`src/rtl/faux_fis_send_scheduler_if.sv`:
```
// Bundle between the faux HD command layer, the FIS send scheduler and the transport layer.
// Handshake: req_*_stb and send_*_stb are one-cycle pulses. After a send strobe the transport
// takes the FIS by dropping transport_layer_ready, then ends the send by raising it again.
interface faux_fis_send_scheduler_if;
  logic       req_reg_stb;
  logic       req_dev_bits_stb;
  logic       req_pio_stb;
  logic       req_dma_act_stb;
  logic       req_data_stb;
  logic       transport_layer_ready;
  logic       xmit_error;
  logic       remote_abort;
  logic       send_reg_stb;
  logic       send_dev_bits_stb;
  logic       send_pio_stb;
  logic       send_dma_act_stb;
  logic       send_data_stb;
  logic [4:0] pending;
  logic [2:0] active_fis;
  logic       busy;
  logic       done_stb;
  logic       fail_stb;
  logic [3:0] retry_count;
  logic [1:0] state_dbg;

  modport slave (
    input  req_reg_stb, req_dev_bits_stb, req_pio_stb, req_dma_act_stb, req_data_stb,
    input  transport_layer_ready, xmit_error, remote_abort,
    output send_reg_stb, send_dev_bits_stb, send_pio_stb, send_dma_act_stb, send_data_stb,
    output pending, active_fis, busy, done_stb, fail_stb, retry_count, state_dbg
  );

  modport master (
    output req_reg_stb, req_dev_bits_stb, req_pio_stb, req_dma_act_stb, req_data_stb,
    output transport_layer_ready, xmit_error, remote_abort,
    input  send_reg_stb, send_dev_bits_stb, send_pio_stb, send_dma_act_stb, send_data_stb,
    input  pending, active_fis, busy, done_stb, fail_stb, retry_count, state_dbg
  );
endinterface

```
`src/rtl/faux_fis_send_scheduler.sv`:
```
// Queues FIS send requests from the command layer and issues them one at a time to the
// transport, retrying on transmit error, remote abort or ready timeout.
module faux_fis_send_scheduler #(
  parameter int MAX_RETRY     = 3,
  parameter int READY_TIMEOUT = 1024
) (
  input logic                      clk,
  input logic                      rst,
  faux_fis_send_scheduler_if.slave bus
);
  localparam logic [1:0] S_IDLE      = 2'd0;
  localparam logic [1:0] S_WAIT_BUSY = 2'd1;
  localparam logic [1:0] S_WAIT_DONE = 2'd2;
  localparam logic [1:0] S_RETRY     = 2'd3;

  logic [1:0]  state_q, state_d;
  logic [4:0]  pending_q, pending_d;
  logic [4:0]  requeue_q, requeue_d;
  logic [4:0]  send_q, send_d;
  logic [2:0]  active_q, active_d;
  logic [3:0]  retry_q, retry_d;
  logic [15:0] tmo_q, tmo_d;
  logic        err_q, err_d;
  logic        done_q, done_d;
  logic        fail_q, fail_d;

  logic [4:0]  req;
  logic [4:0]  act_mask;
  logic [2:0]  pick_fis;
  logic        ready;
  logic        err_now;
  logic        decide;
  logic        finish;

  // FIS code 1..5 maps onto pending bit 0..4; code 0 means no FIS.
  function automatic logic [4:0] fis_mask(input logic [2:0] f);
    case (f)
      3'd1:    fis_mask = 5'b00001;
      3'd2:    fis_mask = 5'b00010;
      3'd3:    fis_mask = 5'b00100;
      3'd4:    fis_mask = 5'b01000;
      3'd5:    fis_mask = 5'b10000;
      default: fis_mask = 5'b00000;
    endcase
  endfunction

  assign req = {bus.req_data_stb, bus.req_dma_act_stb, bus.req_pio_stb,
                bus.req_dev_bits_stb, bus.req_reg_stb};
  assign ready    = bus.transport_layer_ready;
  assign err_now  = err_q | bus.xmit_error | bus.remote_abort;
  assign act_mask = fis_mask(active_q);

  // Descending scan so the lowest pending bit (register FIS) wins.
  always_comb begin
    pick_fis = 3'd0;
    for (int i = 4; i >= 0; i--) begin
      if (pending_q[i]) pick_fis = 3'(i + 1);
    end
  end

  always_comb begin
    state_d   = state_q;
    pending_d = pending_q;
    requeue_d = requeue_q;
    send_d    = 5'b00000;
    active_d  = active_q;
    retry_d   = retry_q;
    tmo_d     = tmo_q;
    err_d     = err_q;
    done_d    = 1'b0;
    fail_d    = 1'b0;
    decide    = 1'b0;
    finish    = 1'b0;

    case (state_q)
      S_IDLE: begin
        if (pending_q != 5'b00000 && ready) begin
          active_d = pick_fis;
          send_d   = fis_mask(pick_fis);
          tmo_d    = '0;
          err_d    = 1'b0;
          state_d  = S_WAIT_BUSY;
        end
      end
      S_WAIT_BUSY: begin
        err_d = err_now;
        if (!ready) begin
          state_d = S_WAIT_DONE;
        end else if (tmo_q == 16'(READY_TIMEOUT - 1)) begin
          err_d  = 1'b1;
          decide = 1'b1;
        end else begin
          tmo_d = tmo_q + 16'd1;
        end
      end
      S_WAIT_DONE: begin
        err_d = err_now;
        if (ready) decide = 1'b1;
      end
      S_RETRY: begin
        if (ready) begin
          send_d  = act_mask;
          err_d   = 1'b0;
          tmo_d   = '0;
          state_d = S_WAIT_BUSY;
        end
      end
      default: state_d = S_IDLE;
    endcase

    if (decide) begin
      if (err_d && retry_q < 4'(MAX_RETRY)) begin
        retry_d = retry_q + 4'd1;
        state_d = S_RETRY;
      end else begin
        finish   = 1'b1;
        done_d   = !err_d;
        fail_d   = err_d;
        retry_d  = '0;
        active_d = 3'd0;
        state_d  = S_IDLE;
      end
    end

    // A re-request of the in-flight type keeps its pending bit alive past completion;
    // a fresh request always beats a same-cycle clear.
    requeue_d = requeue_q | (req & act_mask);
    if (finish) begin
      pending_d = pending_q & ~(act_mask & ~requeue_q);
      requeue_d = requeue_d & ~act_mask;
    end
    pending_d = pending_d | req;
  end

  always_ff @(posedge clk or negedge rst) begin
    if (!rst) begin
      state_q   <= S_IDLE;
      pending_q <= '0;
      requeue_q <= '0;
      send_q    <= '0;
      active_q  <= '0;
      retry_q   <= '0;
      tmo_q     <= '0;
      err_q     <= 1'b0;
      done_q    <= 1'b0;
      fail_q    <= 1'b0;
    end else begin
      state_q   <= state_d;
      pending_q <= pending_d;
      requeue_q <= requeue_d;
      send_q    <= send_d;
      active_q  <= active_d;
      retry_q   <= retry_d;
      tmo_q     <= tmo_d;
      err_q     <= err_d;
      done_q    <= done_d;
      fail_q    <= fail_d;
    end
  end

  assign bus.send_reg_stb      = send_q[0];
  assign bus.send_dev_bits_stb = send_q[1];
  assign bus.send_pio_stb      = send_q[2];
  assign bus.send_dma_act_stb  = send_q[3];
  assign bus.send_data_stb     = send_q[4];
  assign bus.pending           = pending_q;
  assign bus.active_fis        = active_q;
  assign bus.busy              = (state_q != S_IDLE);
  assign bus.done_stb          = done_q;
  assign bus.fail_stb          = fail_q;
  assign bus.retry_count       = retry_q;
  assign bus.state_dbg         = state_q;
endmodule

```
`src/flat_wrapper.sv`:
```
// flat-port wrapper written by rule: the top's interface ports become plain ports
module faux_fis_send_scheduler_flat 
#(
  parameter int MAX_RETRY     = 3,
  parameter int READY_TIMEOUT = 1024
)
  (clk, rst, bus_req_reg_stb, bus_req_dev_bits_stb, bus_req_pio_stb, bus_req_dma_act_stb, bus_req_data_stb, bus_transport_layer_ready, bus_xmit_error, bus_remote_abort, bus_send_reg_stb, bus_send_dev_bits_stb, bus_send_pio_stb, bus_send_dma_act_stb, bus_send_data_stb, bus_pending, bus_active_fis, bus_busy, bus_done_stb, bus_fail_stb, bus_retry_count, bus_state_dbg);
  faux_fis_send_scheduler_if bus_i ();
  input logic clk;
  input logic rst;
  input wire logic [$bits(bus_i.req_reg_stb)-1:0] bus_req_reg_stb;
  input wire logic [$bits(bus_i.req_dev_bits_stb)-1:0] bus_req_dev_bits_stb;
  input wire logic [$bits(bus_i.req_pio_stb)-1:0] bus_req_pio_stb;
  input wire logic [$bits(bus_i.req_dma_act_stb)-1:0] bus_req_dma_act_stb;
  input wire logic [$bits(bus_i.req_data_stb)-1:0] bus_req_data_stb;
  input wire logic [$bits(bus_i.transport_layer_ready)-1:0] bus_transport_layer_ready;
  input wire logic [$bits(bus_i.xmit_error)-1:0] bus_xmit_error;
  input wire logic [$bits(bus_i.remote_abort)-1:0] bus_remote_abort;
  output wire logic [$bits(bus_i.send_reg_stb)-1:0] bus_send_reg_stb;
  output wire logic [$bits(bus_i.send_dev_bits_stb)-1:0] bus_send_dev_bits_stb;
  output wire logic [$bits(bus_i.send_pio_stb)-1:0] bus_send_pio_stb;
  output wire logic [$bits(bus_i.send_dma_act_stb)-1:0] bus_send_dma_act_stb;
  output wire logic [$bits(bus_i.send_data_stb)-1:0] bus_send_data_stb;
  output wire logic [$bits(bus_i.pending)-1:0] bus_pending;
  output wire logic [$bits(bus_i.active_fis)-1:0] bus_active_fis;
  output wire logic [$bits(bus_i.busy)-1:0] bus_busy;
  output wire logic [$bits(bus_i.done_stb)-1:0] bus_done_stb;
  output wire logic [$bits(bus_i.fail_stb)-1:0] bus_fail_stb;
  output wire logic [$bits(bus_i.retry_count)-1:0] bus_retry_count;
  output wire logic [$bits(bus_i.state_dbg)-1:0] bus_state_dbg;
  assign bus_i.req_reg_stb = bus_req_reg_stb;
  assign bus_i.req_dev_bits_stb = bus_req_dev_bits_stb;
  assign bus_i.req_pio_stb = bus_req_pio_stb;
  assign bus_i.req_dma_act_stb = bus_req_dma_act_stb;
  assign bus_i.req_data_stb = bus_req_data_stb;
  assign bus_i.transport_layer_ready = bus_transport_layer_ready;
  assign bus_i.xmit_error = bus_xmit_error;
  assign bus_i.remote_abort = bus_remote_abort;
  assign bus_send_reg_stb = bus_i.send_reg_stb;
  assign bus_send_dev_bits_stb = bus_i.send_dev_bits_stb;
  assign bus_send_pio_stb = bus_i.send_pio_stb;
  assign bus_send_dma_act_stb = bus_i.send_dma_act_stb;
  assign bus_send_data_stb = bus_i.send_data_stb;
  assign bus_pending = bus_i.pending;
  assign bus_active_fis = bus_i.active_fis;
  assign bus_busy = bus_i.busy;
  assign bus_done_stb = bus_i.done_stb;
  assign bus_fail_stb = bus_i.fail_stb;
  assign bus_retry_count = bus_i.retry_count;
  assign bus_state_dbg = bus_i.state_dbg;
  faux_fis_send_scheduler #(.MAX_RETRY(MAX_RETRY), .READY_TIMEOUT(READY_TIMEOUT)) u_core (.clk(clk), .rst(rst), .bus(bus_i));
endmodule
```
`config.mk`:
```
export PLATFORM = sky130hd
export DESIGN_NAME = faux_fis_send_scheduler_flat
export DESIGN_NICKNAME = d
export VERILOG_FILES = /design/src/rtl/faux_fis_send_scheduler_if.sv /design/src/rtl/faux_fis_send_scheduler.sv /design/src/flat_wrapper.sv
export SDC_FILE = /design/constraint.sdc
export NUM_CORES = 1
export LEC_CHECK = 0
export ABC_AREA = 1
export ABC_CLOCK_PERIOD_IN_PS = 1780
export CAP_MARGIN = 5
export CORE_MARGIN = 5
export CORE_UTILIZATION = 25
export DETAILED_ROUTE_END_ITERATION = 12
export PLACE_DENSITY = 0.44
export SYNTH_ARGS = -nofsm -noshare
export SYNTH_HDL_FRONTEND = slang
export SYNTH_SLANG_ARGS = --single-unit
```
`constraint.sdc`:
```
create_clock -name clk -period 1.78 [get_ports clk]
set_clock_uncertainty 0.15 [all_clocks]
set_input_delay 0.178 -clock clk [delete_from_list [all_inputs] [get_ports clk]]
set_output_delay 0.178 -clock clk [all_outputs]
set_load 0.01 [all_outputs]
```
==> results.txt <==
Vias: 2,467
GRT Residual Overflow: 0
CTS Buf Count: 5
Die Ht: 110.7 um
WL final: 7407 um
Starting Density: 0.2582
Slew Limit Fails: 0
CTS max path bufs: 2
Total Nets Final: 446
worst r2r src: u_core.bus.state_dbg[0]$_DFFE_PN0P_
Synth Instances: 344
maxcap violations: 0
Mapped Area: 2535 sq um
most common library cell in the layout ignoring fill and taps: nand2_1
Detailed Route Iter0 Violations: 105
maximum fanout along the worst path: 8
Fmax: 559.6 MHz
CP max stage delay: 0.43 ns
peak supply drop: 0.6483 mV
first-pass GRT wire length: 12,680 um
Yosys reg bits: 43
Cell Pwr Density: 1340 nW/um^2
beginning of the critical path: u_core.bus.state_dbg[0]$_DFFE_PN0P_
Final Cycle Share: 1.004
post-route cell area: 3801 sq um
post-route ant nets: 0
Buf+Inv Stages, Crit Path: 3
outcome: complete, but fails checks
drt drc: 0
drt pass-1 iters: 4
Crit Path Class: reg -> reg
CP delay by family, top: buffers and inverters
RSZ-0062 raised after global routing: yes
most used cell along the critical path: buf_6
most frequent cells in the layout: 56 x nand2_1, 46 x inv_1, 45 x buf_4
Port Buffers: 31
Worst Tran Pin Value: 0.4493 ns
Vias per Instance: 4.382
die area: 12,250 sq um
CP cell instances: buf_6 > ha_4 > buf_6 > o21ai_4 > nand3_4 > buf_8 > a21oi_4 > a21oi_2
fin crit period: 1.787 ns
Slew Limit Headroom: 0.6973
clk slew on worst S/H paths: 0.10 ns
chip width: 110.7 um
Yosys cell types: 27
endpoint type of the worst setup path: flop
Tightest Hold Check Type: in -> async
placed insts: 545
largest net degree at the start of global routing: 19
Synth Net Count: 361
Synth Flop Type: dfrtp_1
layout cells sized above 1: 0.3047
vias in the first global route: 2,664
dpl hpwl: 5230 um
area grow syn2layout: 49.95%
final hold violations: 0
CTS tree: built
Fillers: 1,064
worst path arrival time: 1.82 ns
CP max-delay cell: dfrtp_2
io pins: 32
Avg Cell Area, Syn: 7.369 sq um
Post-Layout Cell Count: 563
FP Rows: 36
CP required: 1.81 ns
sequential area share after synthesis: 0.4245
post-route worst setup slack: -0.007125 ns
final setup vio count: 1
Synthesis Warnings: 0
Antenna diodes: 0
GRT Total Usage: 0.1245
failing checks: setup timing
clk sinks: 43
clock latency at the later pin of the worst-skew pair: 0.31 ns
H-tree depth: 2
DP Area: 3359 sq um
CTS Root Cell: clkbuf_8
initial antenna violation count: 0
Post-synth EDFFs: 0
LEAKAGE: 1.782 nW
global placer's final weighted congestion: 0.8105
register area: 1077 sq um
area taken by multi-input logic gates: 1458 sq um
crit start category: flop
Core ar.: 9819 sq um
Async SR Flop Fraction: 1.000
Avg WL per Cell: 13.16 um
## metal layers
| layer | GRT usage | vias up | wire (um) | part of all wire |
|---|---|---|---|---|
| met2 | 0.2180 | 27 | 3661 | 0.49 |
| met4 | 0.02709 | 0 | 74 | 0.010 |
| li1 | - | 1273 | - | - |
| met3 | 0.02238 | 6 | 155 | 0.021 |
| met5 | 0 | - | 0 | 0 |
| met1 | 0.1597 | 1161 | 3516 | 0.47 |
## per-stage QoR
| step | util | TNS [ns] | total power [W] | hold slack (ns) | setup slack, ns |
|---|---|---|---|---|---|
| CTS | 0.3781 | -0.01812 | 0.005082 | 0.1803 | -0.009304 |
| finish | 0.3871 | -0.007125 | 0.005093 | 0.1766 | -0.007125 |
| global placement | 0.3421 | -2.821 | 0.003528 | -0.02262 | -0.1173 |
| global route | 0.3871 | -1.210 | 0.005468 | 0.2223 | -0.08462 |
| floorplan | - | 0 | 0.002541 | -0.2676 | 0.002126 |
| detailed placement | 0.3421 | -2.065 | 0.003531 | -0.01605 | -0.1080 |
## sequential cells by signal (all words and copies together) (netlist names)
| name | cells |
|---|---|
| u_core.bus.active_fis | 3 |
| u_core.tmo_q | 16 |
| u_core.bus.pending | 5 |
| u_core.send_q | 5 |
| u_core.bus.retry_count | 4 |
| u_core.requeue_q | 5 |
| u_core.bus.done_stb | 1 |
| u_core.err_q | 1 |
| u_core.bus.fail_stb | 1 |
| u_core.bus.state_dbg | 2 |
## power by group
group	switching (W)	internal [W]	total, W
clock network	0.000385	0.000419	0.000804
logic	0.00165	0.00134	0.00300
registers	0.000138	0.00115	0.00129
## kinds of logic after synthesis
kind of cell | Yosys count | synth area share
flops | 43 | 0.4245
simple gates | 189 | 0.3425
compound gates | 43 | 0.09724
buf+inv | 60 | 0.09427
fa+ha+maj | 7 | 0.03455
xor+xnor | 2 | 0.006911
## path summary, 6_finish.rpt
check | end | slack (ns) | cells past startpoint
worst max-delay path | u_core.tmo_q[0]$_DFFE_PN0P_ | -0.007 | 8
worst min-delay path | u_core.send_q[1]$_DFF_PN0_ | 0.18 | 2
worst max register to register | u_core.tmo_q[0]$_DFFE_PN0P_ | -0.007 | 8
worst min register to register | u_core.requeue_q[0]$_DFF_PN0_ | 0.37 | 2
max in group asynchronous | u_core.bus.state_dbg[1]$_DFFE_PN0P_ | 0.70 | 3
min in group clk | u_core.bus.pending[2]$_DFF_PN0_ | 0.29 | 3
## worst register-to-register path, cell delays in order (launching register included)
cell and delay, ns:
dfrtp_2 0.43, buf_6 0.14, ha_4 0.18, buf_6 0.13
o21ai_4 0.16, nand3_4 0.15, buf_8 0.18, a21oi_4 0.11
a21oi_2 0.04
## synth_stat cells, types with 2 or more instances
cell type   n  area [sq um]
xor2_1      2         17.52
nand4_1    10         62.56
nand3_2     2         20.02
nor2_2      5         31.28
nand2_2     2         12.51
o21bai_1    3         22.52
buf_2       5         25.02
o31ai_1     2         15.01
a21oi_1    11         55.05
clkbuf_1    2         7.510
or2_2       5         31.28
nand2_1    72         270.3
nand3_1    39         195.2
nor3_1      8         40.04
ha_1        7         87.58
dfrtp_1    43          1076
nor2_1     42         157.7
o21ai_0    24         120.1
inv_1      52         195.2
## what timing repair did
item,CTS,global route
gates cloned,3,0
setup buffers,6,2
pin swaps,10,7
setup endpoints to repair,21,36
gates resized for setup,33,48
hold buffers,1,0
hold endpoints to repair,14,0
## final cells by class
class                   count  area share
multi-input cells         242      0.3835
flip-flops and latches     43      0.2834
repair buffers             85      0.2084
inverters                  52     0.05135
well taps                 133     0.04378
clock buffers               5     0.01810
clock inverters             3     0.01152
No activity file was read; power rests on OpenSTA's default activity.
